[config.mk]
export PLATFORM = sky130hd
export DESIGN_NAME = frame_buffer_writer
export DESIGN_NICKNAME = d
export VERILOG_FILES = /design/src/rtl/fbw_pkg.sv /design/src/rtl/fbw_fifo.sv /design/src/rtl/frame_buffer_writer.sv
export SDC_FILE = /design/constraint.sdc
export NUM_CORES = 1
export LEC_CHECK = 0
export BUFFER_PORTS_ARGS = -buffer_cell sky130_fd_sc_hd__clkbuf_2
export CELL_PAD_IN_SITES_DETAIL_PLACEMENT = 1
export CELL_PAD_IN_SITES_GLOBAL_PLACEMENT = 1
export CORE_MARGIN = 8
export CORE_UTILIZATION = 40
export DETAILED_ROUTE_END_ITERATION = 10
export PLACE_DENSITY = 0.7
export REMOVE_ABC_BUFFERS = 1
export SYNTH_ARGS = -nofsm -noshare
export SYNTH_HDL_FRONTEND = slang
export SYNTH_SLANG_ARGS = --single-unit
[constraint.sdc]
create_clock -name i_clk -period 3.75 [get_ports i_clk]
set_input_delay 0 -clock i_clk [delete_from_list [all_inputs] [get_ports i_clk]]
set_output_delay 0 -clock i_clk [all_outputs]
set_load 0.02 [all_outputs]
[src/rtl/fbw_pkg.sv]
// Shared types and helpers for the frame-buffer writer.
// Pixel packing, head FSM encoding and the statistics counter width.
package fbw_pkg;

  localparam int CNT_W = 16;

  typedef enum logic {
    H_EMPTY = 1'b0,
    H_HOLD  = 1'b1
  } head_e;

  function automatic logic [15:0] pack565(
    input logic [7:0] r,
    input logic [7:0] g,
    input logic [7:0] b
  );
    return {r[7:3], g[7:2], b[7:3]};
  endfunction

endpackage

[src/rtl/fbw_fifo.sv]
// Synchronous FIFO for the frame-buffer writer.
// Power-of-two depth; pointers wrap naturally, push-while-full needs a pop.
module fbw_fifo #(
  parameter int W     = 33,
  parameter int DEPTH = 16
) (
  input  logic                     i_clk,
  input  logic                     i_reset_n,
  input  logic                     i_push,
  input  logic [W-1:0]             i_din,
  input  logic                     i_pop,
  output logic [W-1:0]             o_dout,
  output logic                     o_full,
  output logic                     o_empty,
  output logic [$clog2(DEPTH):0]   o_count
);

  localparam int PW = $clog2(DEPTH);
  localparam int CW = PW + 1;

  logic [W-1:0]  mem [DEPTH];
  logic [PW-1:0] wr_ptr;
  logic [PW-1:0] rd_ptr;
  logic [CW-1:0] count;
  logic          do_push;
  logic          do_pop;

  assign o_full  = count == CW'(DEPTH);
  assign o_empty = count == '0;
  assign o_count = count;
  assign o_dout  = mem[rd_ptr];
  assign do_pop  = i_pop && !o_empty;
  assign do_push = i_push && (!o_full || do_pop);

  always_ff @(posedge i_clk) begin
    if (do_push) mem[wr_ptr] <= i_din;
  end

  always_ff @(posedge i_clk or negedge i_reset_n) begin
    if (!i_reset_n) begin
      wr_ptr <= '0;
      rd_ptr <= '0;
      count  <= '0;
    end else begin
      if (do_push) wr_ptr <= wr_ptr + PW'(1);
      if (do_pop)  rd_ptr <= rd_ptr + PW'(1);
      count <= count + CW'(do_push) - CW'(do_pop);
    end
  end

endmodule

[src/rtl/frame_buffer_writer.sv]
// Packs raster pixels to RGB565, addresses them and queues them to memory.
// Optional FBW_BOUNDS_CHECK_EN discards off-screen pixels in the S1 stage.
module frame_buffer_writer
  import fbw_pkg::*;
#(
  parameter int FB_WIDTH  = 320,
  parameter int FB_HEIGHT = 240,
  parameter int ADDR_BITS = 17,
  parameter int BASE_ADDR = 0,
  parameter int DEPTH     = 16
) (
  input  logic                  i_clk,
  input  logic                  i_reset_n,
  input  logic                  i_pix_valid,
  input  logic signed [15:0]    i_pix_x,
  input  logic signed [15:0]    i_pix_y,
  input  logic [7:0]            i_pix_r,
  input  logic [7:0]            i_pix_g,
  input  logic [7:0]            i_pix_b,
  input  logic                  i_clear_stats,
  output logic                  o_mem_valid,
  input  logic                  i_mem_ready,
  output logic [ADDR_BITS-1:0]  o_mem_addr,
  output logic [15:0]           o_mem_data,
  output logic                  o_overflow,
  output logic [CNT_W-1:0]      o_drop_count,
  output logic                  o_idle
);

  localparam int AW2 = ADDR_BITS + 2;
  localparam int FW  = ADDR_BITS + 16;

  logic                    keep_d;
  logic [ADDR_BITS-1:0]    addr_d;
  logic signed [AW2-1:0]   xs;
  logic signed [AW2-1:0]   ys;

  logic                    s1_keep;
  logic [ADDR_BITS-1:0]    s1_addr;
  logic [15:0]             s1_data;

  logic [FW-1:0]           fifo_dout;
  logic                    fifo_full;
  logic                    fifo_empty;
  logic [$clog2(DEPTH):0]  fifo_count;

  head_e                   state_q;
  head_e                   state_d;
  logic                    load;
  logic                    drop;

  assign xs     = AW2'(i_pix_x);
  assign ys     = AW2'(i_pix_y);
  assign addr_d = ADDR_BITS'(AW2'(BASE_ADDR) + ys * AW2'(FB_WIDTH) + xs);

`ifdef FBW_BOUNDS_CHECK_EN
  logic in_range;
  assign in_range = (int'(i_pix_x) >= 0) && (int'(i_pix_x) < FB_WIDTH)
                 && (int'(i_pix_y) >= 0) && (int'(i_pix_y) < FB_HEIGHT);
  assign keep_d = i_pix_valid && in_range;
`else
  assign keep_d = i_pix_valid;
`endif

  always_ff @(posedge i_clk or negedge i_reset_n) begin
    if (!i_reset_n) begin
      s1_keep <= 1'b0;
      s1_addr <= '0;
      s1_data <= '0;
    end else begin
      s1_keep <= keep_d;
      s1_addr <= addr_d;
      s1_data <= pack565(i_pix_r, i_pix_g, i_pix_b);
    end
  end

  fbw_fifo #(
    .W     (FW),
    .DEPTH (DEPTH)
  ) u_fifo (
    .i_clk     (i_clk),
    .i_reset_n (i_reset_n),
    .i_push    (s1_keep),
    .i_din     ({s1_addr, s1_data}),
    .i_pop     (load),
    .o_dout    (fifo_dout),
    .o_full    (fifo_full),
    .o_empty   (fifo_empty),
    .o_count   (fifo_count)
  );

  // The head refills from the FIFO on the same edge it hands off a word.
  always_comb begin
    state_d = state_q;
    load    = 1'b0;
    unique case (state_q)
      H_EMPTY: begin
        if (!fifo_empty) begin
          state_d = H_HOLD;
          load    = 1'b1;
        end
      end
      H_HOLD: begin
        if (i_mem_ready) begin
          if (fifo_empty) state_d = H_EMPTY;
          else            load    = 1'b1;
        end
      end
      default: state_d = H_EMPTY;
    endcase
  end

  always_ff @(posedge i_clk or negedge i_reset_n) begin
    if (!i_reset_n) begin
      state_q    <= H_EMPTY;
      o_mem_addr <= '0;
      o_mem_data <= '0;
    end else begin
      state_q <= state_d;
      if (load) begin
        o_mem_addr <= fifo_dout[FW-1:16];
        o_mem_data <= fifo_dout[15:0];
      end
    end
  end

  assign drop = s1_keep && fifo_full && !load;

  always_ff @(posedge i_clk or negedge i_reset_n) begin
    if (!i_reset_n) begin
      o_overflow   <= 1'b0;
      o_drop_count <= '0;
    end else if (i_clear_stats) begin
      o_overflow   <= 1'b0;
      o_drop_count <= '0;
    end else if (drop) begin
      o_overflow <= 1'b1;
      if (o_drop_count != '1) o_drop_count <= o_drop_count + CNT_W'(1);
    end
  end

  assign o_mem_valid = state_q == H_HOLD;
  assign o_idle      = !s1_keep && (fifo_count == '0) && (state_q == H_EMPTY);

endmodule

==> results of run 1 <==
==> flip-flops by register name (all words and copies together), names as in the netlist <==
register	cells
s1_keep	1
o_overflow	1
o_mem_addr	17
u_fifo.wr_ptr	4
u_fifo.rd_ptr	4
o_mem_data	16
u_fifo.mem	528
s1_data	16
o_mem_valid	1
s1_addr	17
o_drop_count	16
u_fifo.o_count	5
==> worst max-delay path, cell delays in order (launching register included) <==
cell     delay (ns)
dfrtp_1        0.38
inv_1          0.09
ha_1           0.16
nor4b_2        0.42
or2_2          0.21
inv_2          0.06
ha_1           0.26
inv_1          0.06
ha_1           0.17
inv_1          0.07
fa_1           0.43
inv_1          0.08
a21oi_1        0.06
nor2_1         0.10
nor2_1         0.07
xnor2_1        0.12
==> cells by family (layout without fill, tap and decap cells) <==
logic type	after synthesis	after routing	synth area share (%)
multiplexers	201	201	14.84
XOR/XNOR	35	35	1.297
AND/OR/NAND/NOR	113	113	2.615
flip-flops	626	626	74.15
buffers and inverters	81	323	1.612
AO/OA/AOI/OAI	117	117	3.309
adder cells (fa/ha/maj)	41	41	2.169
==> through the flow <==
step / instance area (um^2) / setup slack, ns / util, %
2_1_floorplan: 24390 / -2.587 / -
3_3_place_gp: 26430 / 0.8468 / 43.07
3_5_place_dp: 26430 / 0.7793 / 43.07
4_1_cts: 29150 / 0.8568 / 47.49
5_1_grt: 29150 / 0.6233 / 47.49
6_report: 29150 / 0.8877 / 47.49
==> final cells by class <==
type | count | share of cell area [%]
Tap cell | 790 | 3.391
Sequential cell | 626 | 62.85
Clock inverter | 26 | 1.412
Timing Repair Buffer | 178 | 4.623
Multi-Input combinational cell | 507 | 20.91
Clock buffer | 93 | 6.482
Inverter | 26 | 0.3348
==> where the power goes <==
group          switching [mW]  internal, mW  total [mW]
Clock                    2.62          4.28        6.90
Combinational            3.00          2.60        5.60
Sequential              0.713          8.71        9.42
==> what timing repair did <==
action	CTS	global route
hold buffers	41	0
buffers inserted	0	0
gates resized for setup	0	0
endpoints found under the hold margin	119	0
==> worst min-delay path by stage <==
stage                     from                     endpoint  slack (ns)  cells after the start
detailed placement  i_pix_r[3]        s1_data[11]$_DFF_PN0_        0.11                      1
CTS                 i_pix_b[6]         s1_data[3]$_DFF_PN0_        0.01                      2
global route        i_pix_b[6]         s1_data[3]$_DFF_PN0_        0.06                      2
global placement    i_pix_b[5]         s1_data[2]$_DFF_PN0_        0.11                      1
floorplan            i_reset_n  o_drop_count[0]$_DFFE_PN0P_       -0.30                      0
finish               i_reset_n   o_mem_data[11]$_DFFE_PN0N_        0.04                      2
==> cell usage in the layout, fill, tap and decap left out, types with 3 or more instances in the layout <==
cell type / synthesis / final
dlygate4sd3_1: 0 / 41
clkbuf_2: 0 / 98
clkinv_2: 0 / 4
inv_1: 25 / 25
nand2_1: 18 / 18
buf_4: 5 / 26
clkinv_1: 0 / 7
mux4_2: 132 / 132
a21oi_1: 20 / 20
a211oi_1: 7 / 7
a2111oi_2: 3 / 3
mux2i_1: 68 / 68
nand4_1: 4 / 4
clkbuf_8: 0 / 3
o21ai_0: 7 / 7
nand2b_1: 5 / 5
clkbuf_16: 0 / 71
a21o_1: 30 / 30
xor2_1: 5 / 5
buf_12: 0 / 12
nor2_1: 45 / 33
nor2b_1: 5 / 5
or3_1: 3 / 3
o22ai_1: 25 / 25
fa_1: 3 / 3
o21ai_1: 9 / 9
ha_1: 38 / 38
nand3_1: 8 / 8
clkbuf_1: 15 / 19
o21a_1: 3 / 3
nor3_2: 0 / 4
bufinv_16: 0 / 11
nor2_4: 0 / 12
xnor2_1: 29 / 29
dfrtp_1: 98 / 94
edfxtp_1: 528 / 528
==> routing by layer <==
metal	vias to the layer above	global-route usage (%)
met4	0	4.326
met1	6408	20.38
met3	62	2.854
li1	5290	-
met2	260	26.41
met5	-	0
==> qor.csv, run 1 <==
stage,metric,value,unit
outcome,status,finished clean,
placed_design,place_hpwl,31220,um
logic_synthesis,synth_cell_types,61,
layout,syn2layout_area_growth,18.05,%
floorplanning,rows,91,
logic_synthesis,ys_seq_area_share,74.15,%
placed_design,dpl.cell_count,2086,
global_routing,grt_overflow,0,
cts,cts_buffers,66,
logic_synthesis,syn_inst,1214,
logic_synthesis,ys_ff_latch,626,
worst_setup_path,rrSetupSlack,0.89,ns
timing,finalMaxSlewViolations,0,
global_routing,grt_pass1_wl,82830,um
drt,post_drt_wl_per_cell,23.96,um
floorplanning,ios,113,
worst_setup_path,setup.worst_path.start,u_fifo.o_count[2]$_DFF_PN0_,
cts,insertion_delay,0.59,ns
drt,wl_met3,2570,um
layout,n_antenna_cell,0,
floorplanning,die_w,264.4,um
floorplanning,die_area,69930,um^2
layout,fillCellCount,5602,
power,max-vdd-ir-drop,0.4297,mV
timing,setup_viol,0,
drt,dr_total_vias,12020,
worst_setup_path,crit_path_end,u_fifo.o_count[4]$_DFF_PN0_,
floorplanning,die_y,264.4,um
drt,drc,0,
drt,drt.antenna.violating_nets,0,
logic_synthesis,synth.area.top_cells,"edfxtp_1 (64%), mux4_2 (12%), dfrtp_1 (9.9%), mux2i_1 (2.8%), ha_1 (1.9%)",
worst_setup_path,r2r_cells,15,
placed_design,portBuffers,99,
cts,cts-root-buf,clkbuf_16,
timing,worst_pin_slew,0.9604,ns
timing,min_period_over_period,76.33,%
worst_setup_path,rr_endpoint,u_fifo.o_count[4]$_DFF_PN0_,
logic_synthesis,synth_common_cells,"edfxtp_1 (528), mux4_2 (132), dfrtp_1 (98), mux2i_1 (68), nor2_1 (45)",
timing,slew-limit-headroom,35.97,%
worst_setup_path,path_max_fanout,6,
timing,tns,0,ns
floorplanning,core_region_area,61370,um^2
cts,cts_buffer_depth,3,
layout,multi_input_area,6093,um^2
placed_design,gp_congestion,0.7410,
logic_synthesis,netlist.area_leader.share,64.22,%
power,power,21.92,mW
timing,fmax,0.3494,GHz
logic_synthesis,synthArstFlopShare,15.65,%
drt,wl_met1,23220,um
timing,clock_skew,0.01888,ns
logic_synthesis,yosysMostFrequentCell,edfxtp_1,
timing,rsz0062_at_grt,no,
power,p_leak,10.23,nW
worst_setup_path,cp.arrival,3.33,ns
worst_setup_path,path_class,reg2reg,
drt,wl_met2,27140,um
cts,clock-sinks,626,
timing,holdWs,0.03978,ns
cts,path_clk_slew,0.06,ns
logic_synthesis,synthFlopType,edfxtp_1,
worst_setup_path,cp-start-kind,flip-flop,
cts,cts_tree,built,
cts,htree_levels,3,
flow_run,maxCapViolCount,0,
logic_synthesis,synth_edf_count,528,
layout,final-seq-area,18320,um^2
layout,drive_gt1_share,27.82,%
drt,dr.pass1.iters,5,
power,power_density,752.1,nW/um^2
logic_synthesis,yosysWarnings,0,
global_routing,grt_max_degree,70,
logic_synthesis,synth_area_leader_cell,edfxtp_1,
worst_setup_path,cp.required,4.22,ns
timing,finalWorstPathRequiredPeriod,2.862,ns
drt,vias_per_cell,5.352,
global_routing,first_global_vias,13440,
layout,stdcell_count,2246,
timing,hold_violations,0,
worst_setup_path,r2r_start,u_fifo.o_count[2]$_DFF_PN0_,
floorplanning,start_util,40.23,%
worst_setup_path,end_kind,flip-flop,
global_routing,track_usage,15.52,%
drt,drtIter0Drc,890,
min_path,hold_class,in2async,
drt,wl,53820,um
logic_synthesis,syn-cell-area,24690,um^2
layout,nets,1507,
logic_synthesis,syn_avg_cell_area,20.34,um^2
drt,routed.top_layer,met4,
global_routing,antenna_found_initial,0,
(Power assumes the default switching activity.)
==> run 2: changes to the inputs <==
Settings changed: PLACE_DENSITY 0.7 to 0.68.
Clock period 3.75 ns to 2.95 ns, I/O delays scaled along.
==> run 2 against run 1 <==
Compared with the run above:
- sequential power is 27% higher
- clock power rose by 27%
- power increased by 28%
- combinational power rose by 30%
- first-iteration DRC count down 17%
==> qor.csv, run 2 (same netlist as run 1, synthesis figures left out) <==
stage,metric,value,unit,change
worst_setup_path,end_kind,flip-flop,,
cts,cts-root-buf,clkbuf_16,,
floorplanning,ios,113,,unchanged
cts,postCtsSetupBuffers,0,,unchanged
floorplanning,start_util,40.23,%,unchanged
placed_design,portBuffers,99,,unchanged
timing,hold_violations,0,,unchanged
power,max-vdd-ir-drop,0.4028,mV,-6.3%
cts,path_clk_slew,0.06,ns,about the same
cts,insertion_delay,0.59,ns,about the same
worst_setup_path,cp-start-kind,input port,,
layout,drive_gt1_share,29.66,%,+1.8 points
cts,cts_buffers,67,,+1.5%
placed_design,place_area,26710,um^2,+1.1%
drt,dr.pass1.iters,4,,-1
drt,drc,0,,unchanged
layout,final_cell_mix,"edfxtp_1 (528), mux4_2 (132), clkbuf_2 (98), dfrtp_1 (94), clkbuf_16 (73)",,
timing,min_period_over_period,92.24,%,
timing,clock_skew,0.01457,ns,-0.004316 ns
min_path,hold_class,in2async,,
layout,n_antenna_cell,0,,unchanged
layout,top_regs,"u_fifo.mem x528, o_mem_addr x17, s1_addr x17",,
drt,wl,55500,um,+3.1%
outcome,status,finished clean,,
global_routing,grt_overflow,0,,unchanged
cts,cts_tree,built,,
timing,worst_slack,0.2291,ns,-0.6586 ns
timing,fmax,0.3675,GHz,
placed_design,place_ws,0.05212,ns,-0.7272 ns
global_routing,first_global_vias,13580,,+1.1%
power,power_density,950.7,nW/um^2,+26%
worst_setup_path,cp.arrival,3.18,ns,-0.15 ns
power,p_leak,10.38,nW,+1.5%
worst_setup_path,cp.required,3.41,ns,-0.81 ns
timing,finalMaxSlewViolations,0,,unchanged
worst_setup_path,path_class,in2reg,,
worst_setup_path,critPathMostFrequentCell,ha_1,,
cts,cts_buffer_depth,3,,unchanged
placed_design,place_hpwl,33200,um,+6.3%
floorplanning,die_y,264.4,um,unchanged
layout,finalCoreUtilization,47.99,%,+0.50 points
timing,slew-limit-headroom,51.53,%,+16 points
floorplanning,die_w,264.4,um,unchanged
cts,clock-sinks,626,,unchanged
worst_setup_path,path_max_fanout,4,,-2
global_routing,grt_pass1_wl,84860,um,+2.4%
floorplanning,die_area,69930,um^2,unchanged
timing,rsz0062_at_grt,no,,
drt,drtIter0Drc,741,,-17%
drt,dr_total_vias,12150,,+1.1%
drt,post_drt_wl_per_cell,24.45,um,+2.0%
layout,stdcell_count,2270,,+1.1%
layout,layout.cells.most_common,edfxtp_1,,
placed_design,gp_congestion,0.7364,,-0.62%
placed_design,dpl.cell_count,2108,,+1.1%
timing,setup_viol,0,,unchanged
layout,nets,1529,,+1.5%
global_routing,track_usage,15.94,%,+0.42 points
drt,drt.antenna.violating_nets,0,,unchanged
flow_run,maxCapViolCount,0,,unchanged
timing,worst_pin_slew,0.7271,ns,-0.2334 ns
timing,finalWorstPathRequiredPeriod,2.721,ns,
floorplanning,core_region_area,61370,um^2,unchanged
worst_setup_path,slowest_delay,0.53,ns,+0.10 ns
worst_setup_path,cpMaxStageDelayCell,dlygate4sd3_1,,
layout,syn2layout_area_growth,19.30,%,
layout,final_cell_area,29450,um^2,+1.1%
global_routing,antenna_found_initial,0,,unchanged
floorplanning,rows,91,,unchanged
timing,tns,0,ns,unchanged
layout,largest_reg_flops,528,,unchanged
layout,top_register,u_fifo.mem,,
drt,vias_per_cell,5.352,,about the same
cts,htree_levels,3,,unchanged
global_routing,grt_max_degree,62,,-11%
worst_setup_path,cp_cell_sequence,dlygate4sd3_1 > clkbuf_2 > ha_1 > ha_1 > fa_2 > a21o_1 > a21oi_2 > o21bai_1 > a21oi_1 > xnor2_1 > ha_1 > nand2b_1 > or3_1 > o311a_1 > o311ai_0,,
## run 2: changes by cell type in the layout (fill, tap and decap cells not counted), moves of 2 or more
cell | previous run | this run
buf_12 | 12 | 21
buf_4 | 26 | 39
bufinv_16 | 11 | 8
clkbuf_1 | 19 | 11
clkbuf_16 | 71 | 73
clkbuf_8 | 3 | 8
clkinv_2 | 4 | 8
clkinvlp_4 | 0 | 4
inv_6 | 2 | 0
## run 2: per-layer routing
layer	routed length, um	global-route usage, %	up-vias
li1	-	-	5329
met1	23980	20.66	6518
met2	28430	27.76	242
met3	2177	2.585	61
met4	907	4.326	0
met5	0	0	-
## run 2: what timing repair did
action,in CTS,in global routing
hold endpoints to repair,149,0
hold buffers,40,0
resized for setup,0,2
setup endpoints to repair,0,2
## run 2: final cells by class
| class | instances | area (um^2) |
|---|---|---|
| fillers | 5615 | 31920 |
| flip-flops and latches | 626 | 18320 |
| multi-input cells | 507 | 6100 |
| clock buffers | 92 | 1978 |
| repair buffers | 199 | 1615 |
| well taps | 790 | 988.4 |
| clock inverters | 30 | 357.8 |
| inverters | 26 | 97.59 |
## run 2: where the power goes
group	internal [mW]	switching (mW)
combinational	3.43	3.85
clock	5.40	3.36
sequential	11.1	0.896
total	19.9	8.11
## run 2: per-stage QoR
step / hold WS (ns) / total power, mW
4_1_cts: 0.006922 / 28.44
2_1_floorplan: -0.2956 / 16.54
3_5_place_dp: 0.08481 / 19.54
3_3_place_gp: 0.08006 / 19.26
5_1_grt: 0.03837 / 29.26
6_report: 0.0008055 / 28.00
## run 2: final timing paths
path                                                to                         from  slack (ns)  depth (start not counted)
max                              s1_addr[15]$_DFF_PN0_                   i_pix_y[1]        0.23                         15
min                          o_mem_data[9]$_DFFE_PN0N_                    i_reset_n      0.0008                          2
max reg2reg                u_fifo.o_count[4]$_DFF_PN0_  u_fifo.o_count[2]$_DFF_PN0_        0.35                         15
min reg2reg                 o_mem_addr[13]$_DFFE_PN0N_   o_mem_addr[13]$_DFFE_PN0N_        0.47                          1
max in group asynchronous         s1_addr[9]$_DFF_PN0_                    i_reset_n        2.25                          3
min in group i_clk               s1_addr[16]$_DFF_PN0_                  i_pix_y[10]        0.03                          4
## run 2: worst max-delay path: cells and delay by family
family / cells / cell delay [ns]
adders and majority gates: 4 / 1.29
buffers and inverters: 2 / 0.66
xor gates and xnor gates: 1 / 0.08
AOI/OAI and AO/OA: 6 / 0.76
and+or+nand+nor: 2 / 0.39
==> run 3: changes to the inputs <==
Settings changed: BUFFER_PORTS_ARGS -buffer_cell sky130_fd_sc_hd__clkbuf_2 to default, DONT_BUFFER_PORTS from default to 1, PLACE_DENSITY 0.68 to 0.66.
==> run 3 against run 2 <==
Compared with the run above:
- clock skew up 0.013 ns
- critical path type is now reg2reg
- fmax up 1.0%
- power down 2.5%
- critical endpoint is now u_fifo.o_count[4]$_DFF_PN0_
==> qor.csv, run 3 (same netlist as run 1, synthesis figures left out) <==
stage,metric,value,unit,change
timing,hold_violations,0,,unchanged
drt,dr_total_vias,11930,,-1.8%
drt,vias_per_cell,5.443,,+1.7%
timing,setup_viol,0,,unchanged
placed_design,place_area,26150,um^2,-2.1%
power,p_clk_share,30.2,%,-1.1 points
floorplanning,core_region_area,61370,um^2,unchanged
floorplanning,die_y,264.4,um,unchanged
worst_setup_path,rr_endpoint,u_fifo.o_count[4]$_DFF_PN0_,,
global_routing,grt_overflow,0,,unchanged
worst_setup_path,path_max_fanout,6,,+2
worst_setup_path,end_kind,flip-flop,,
timing,slew-limit-headroom,44.55,%,-7.0 points
layout,n_antenna_cell,0,,unchanged
cts,cts_buffers,67,,unchanged
min_path,hold_class,in2reg,,
floorplanning,ios,113,,unchanged
timing,clock_skew,0.02747,ns,+0.01291 ns
timing,finalWorstPathRequiredPeriod,2.694,ns,-0.02687 ns
floorplanning,die_area,69930,um^2,unchanged
power,p_leak,9.975,nW,-3.9%
drt,drc,0,,unchanged
power,switching_share,29.45,%,+0.48 points
timing,fmax,0.3712,GHz,+1.0%
floorplanning,start_util,40.23,%,unchanged
drt,wl,55230,um,-0.48%
global_routing,antenna_found_initial,0,,unchanged
layout,layout.cells.most_common,edfxtp_1,,
worst_setup_path,rrSetupSlack,0.26,ns,-0.09 ns
layout,final_cell_area,29060,um^2,-1.4%
layout,nets,1452,,-5.0%
floorplanning,rows,91,,unchanged
placed_design,portBuffers,0,,-100%
min_path,worstHoldEndpoint,s1_addr[16]$_DFF_PN0_,,
layout,largest_reg_flops,528,,unchanged
global_routing,track_usage,15.87,%,-0.074 points
flow_run,maxCapViolCount,0,,unchanged
timing,finalMaxSlewViolations,0,,unchanged
layout,final-seq-area,18320,um^2,unchanged
timing,rsz0062_at_grt,no,,
drt,post_drt_wl_per_cell,25.20,um,+3.1%
worst_setup_path,cp.arrival,3.15,ns,-0.03 ns
layout,top_register,u_fifo.mem,,
cts,insertion_delay,0.59,ns,about the same
drt,dr.pass1.iters,7,,+3
layout,syn2layout_area_growth,17.69,%,
layout,stdcell_count,2192,,-3.4%
drt,drt.antenna.violating_nets,0,,unchanged
layout,final_cell_mix,"edfxtp_1 (528), mux4_2 (132), dfrtp_1 (94), dlygate4sd3_1 (71), clkbuf_16 (69)",,
layout,drive_gt1_share,23.11,%,-6.6 points
power,p_sw,8.043,mW,-0.84%
cts,clock-sinks,626,,unchanged
power,max-vdd-ir-drop,0.5786,mV,+44%
cts,cts-root-buf,clkbuf_16,,
power,power_density,939.9,nW/um^2,-1.1%
layout,multi_input_area,6097,um^2,about the same
worst_setup_path,cp.required,3.40,ns,about the same
power,p_int,19.27,mW,-3.1%
timing,worst_pin_slew,0.8317,ns,+0.1046 ns
cts,htree_levels,3,,unchanged
power,p_comb_share,25.0,%,-1.0 points
cts,postCtsSetupBuffers,0,,unchanged
global_routing,first_global_vias,13230,,-2.6%
layout,top_regs,"u_fifo.mem x528, o_mem_addr x17, s1_addr x17",,
worst_setup_path,r2r_start,u_fifo.o_count[2]$_DFF_PN0_,,
placed_design,place_hpwl,31010,um,-6.6%
cts,path_clk_slew,0.06,ns,about the same
global_routing,grt_max_degree,99,,+60%
drt,drtIter0Drc,853,,+15%
worst_setup_path,r2r_cells,15,,unchanged
global_routing,grt_pass1_wl,83680,um,-1.4%
floorplanning,die_w,264.4,um,unchanged
min_path,hold_start,i_pix_y[8],,
cts,cts_buffer_depth,3,,unchanged
worst_setup_path,cp-start-kind,flip-flop,,
timing,min_period_over_period,91.32,%,-0.91 points
min_path,whs_path_depth,4,,
worst_setup_path,path_class,reg2reg,,
outcome,status,finished clean,,
layout,fillCellCount,5563,,-0.93%
layout,finalCoreUtilization,47.35,%,-0.65 points
placed_design,dpl.cell_count,1999,,-5.2%
placed_design,gp_congestion,0.7410,,+0.62%
cts,cts_tree,built,,
power,p_seq_share,44.9,%,+2.2 points
-- run 3: changes by cell type in the layout (fill, tap and decap cells not counted), sizes merged --
cell         previous run  this run
clkinv                 18        23
inv                    26        28
buf                    61        51
dlygate4sd3            40        71
bufinv                  8         6
clkbuf                190        86
-- run 3: layout make-up --
class	count	area share, %
Clock buffer	86	6.300
Timing Repair Buffer	122	4.780
Tap cell	790	3.402
Inverter	26	0.3359
Multi-Input combinational cell	507	20.98
Clock inverter	35	1.158
Sequential cell	626	63.04
-- run 3: per-stage QoR --
stage	worst slack [ns]	power [mW]	hold WS (ns)	TNS, ns
2_1_floorplan	-3.387	16.54	-0.2956	-327.54
3_3_place_gp	0.1843	19.01	-0.2921	0
3_5_place_dp	0.1092	19.24	-0.2908	0
4_1_cts	0.2184	27.72	0.01743	0
5_1_grt	0.05348	28.55	0.08240	0
6_report	0.2559	27.31	0.02961	0
-- run 3: critical path, stage by stage, from the launching register on --
cell	delay, ns
dfrtp_1	0.36
inv_1	0.06
ha_1	0.20
nor4b_2	0.16
or2_2	0.31
inv_2	0.12
ha_1	0.24
inv_1	0.07
ha_1	0.16
inv_1	0.06
fa_1	0.42
inv_1	0.07
a21oi_1	0.05
nor2_1	0.10
nor2_1	0.07
xnor2_1	0.12
-- run 3: worst max-delay path by stage --
stage / start / endpoint / slack, ns / cells past startpoint
after floorplan: u_fifo.rd_ptr[0]$_DFFE_PN0P_ / o_mem_data[0]$_DFFE_PN0N_ / -3.39 / 4
after global placement: i_pix_y[1] / s1_addr[15]$_DFF_PN0_ / 0.18 / 13
after detailed placement: i_pix_y[1] / s1_addr[15]$_DFF_PN0_ / 0.11 / 13
after CTS: u_fifo.o_count[2]$_DFF_PN0_ / u_fifo.o_count[4]$_DFF_PN0_ / 0.22 / 15
after global routing: u_fifo.o_count[2]$_DFF_PN0_ / u_fifo.o_count[4]$_DFF_PN0_ / 0.05 / 15
final: u_fifo.o_count[2]$_DFF_PN0_ / u_fifo.o_count[4]$_DFF_PN0_ / 0.26 / 15
-- run 3: power groups by stage --
stage,Clock [mW],Combinational (mW),Sequential (mW)
2_1_floorplan,0,3.89,12.7
3_3_place_gp,0,6.67,12.3
3_5_place_dp,0,6.78,12.5
4_1_cts,8.45,6.99,12.3
5_1_grt,8.75,7.40,12.4
6_report,8.24,6.82,12.3
-- run 3: timing repair --
| item | 4_1_cts | 5_1_grt |
|---|---|---|
| hold endpoints to repair | 151 | 0 |
| resized for setup | 0 | 1 |
| setup endpoints to repair | 0 | 1 |
| hold buffers | 72 | 0 |
-- run 3: layer usage --
| layer | vias to the layer above | global-route usage (%) | wire length, um |
|---|---|---|---|
| met5 | - | 0 | 0 |
| met4 | 0 | 4.385 | 878 |
| met3 | 63 | 2.928 | 2409 |
| met2 | 256 | 27.63 | 28350 |
| met1 | 6439 | 20.30 | 23600 |
| li1 | 5173 | - | - |
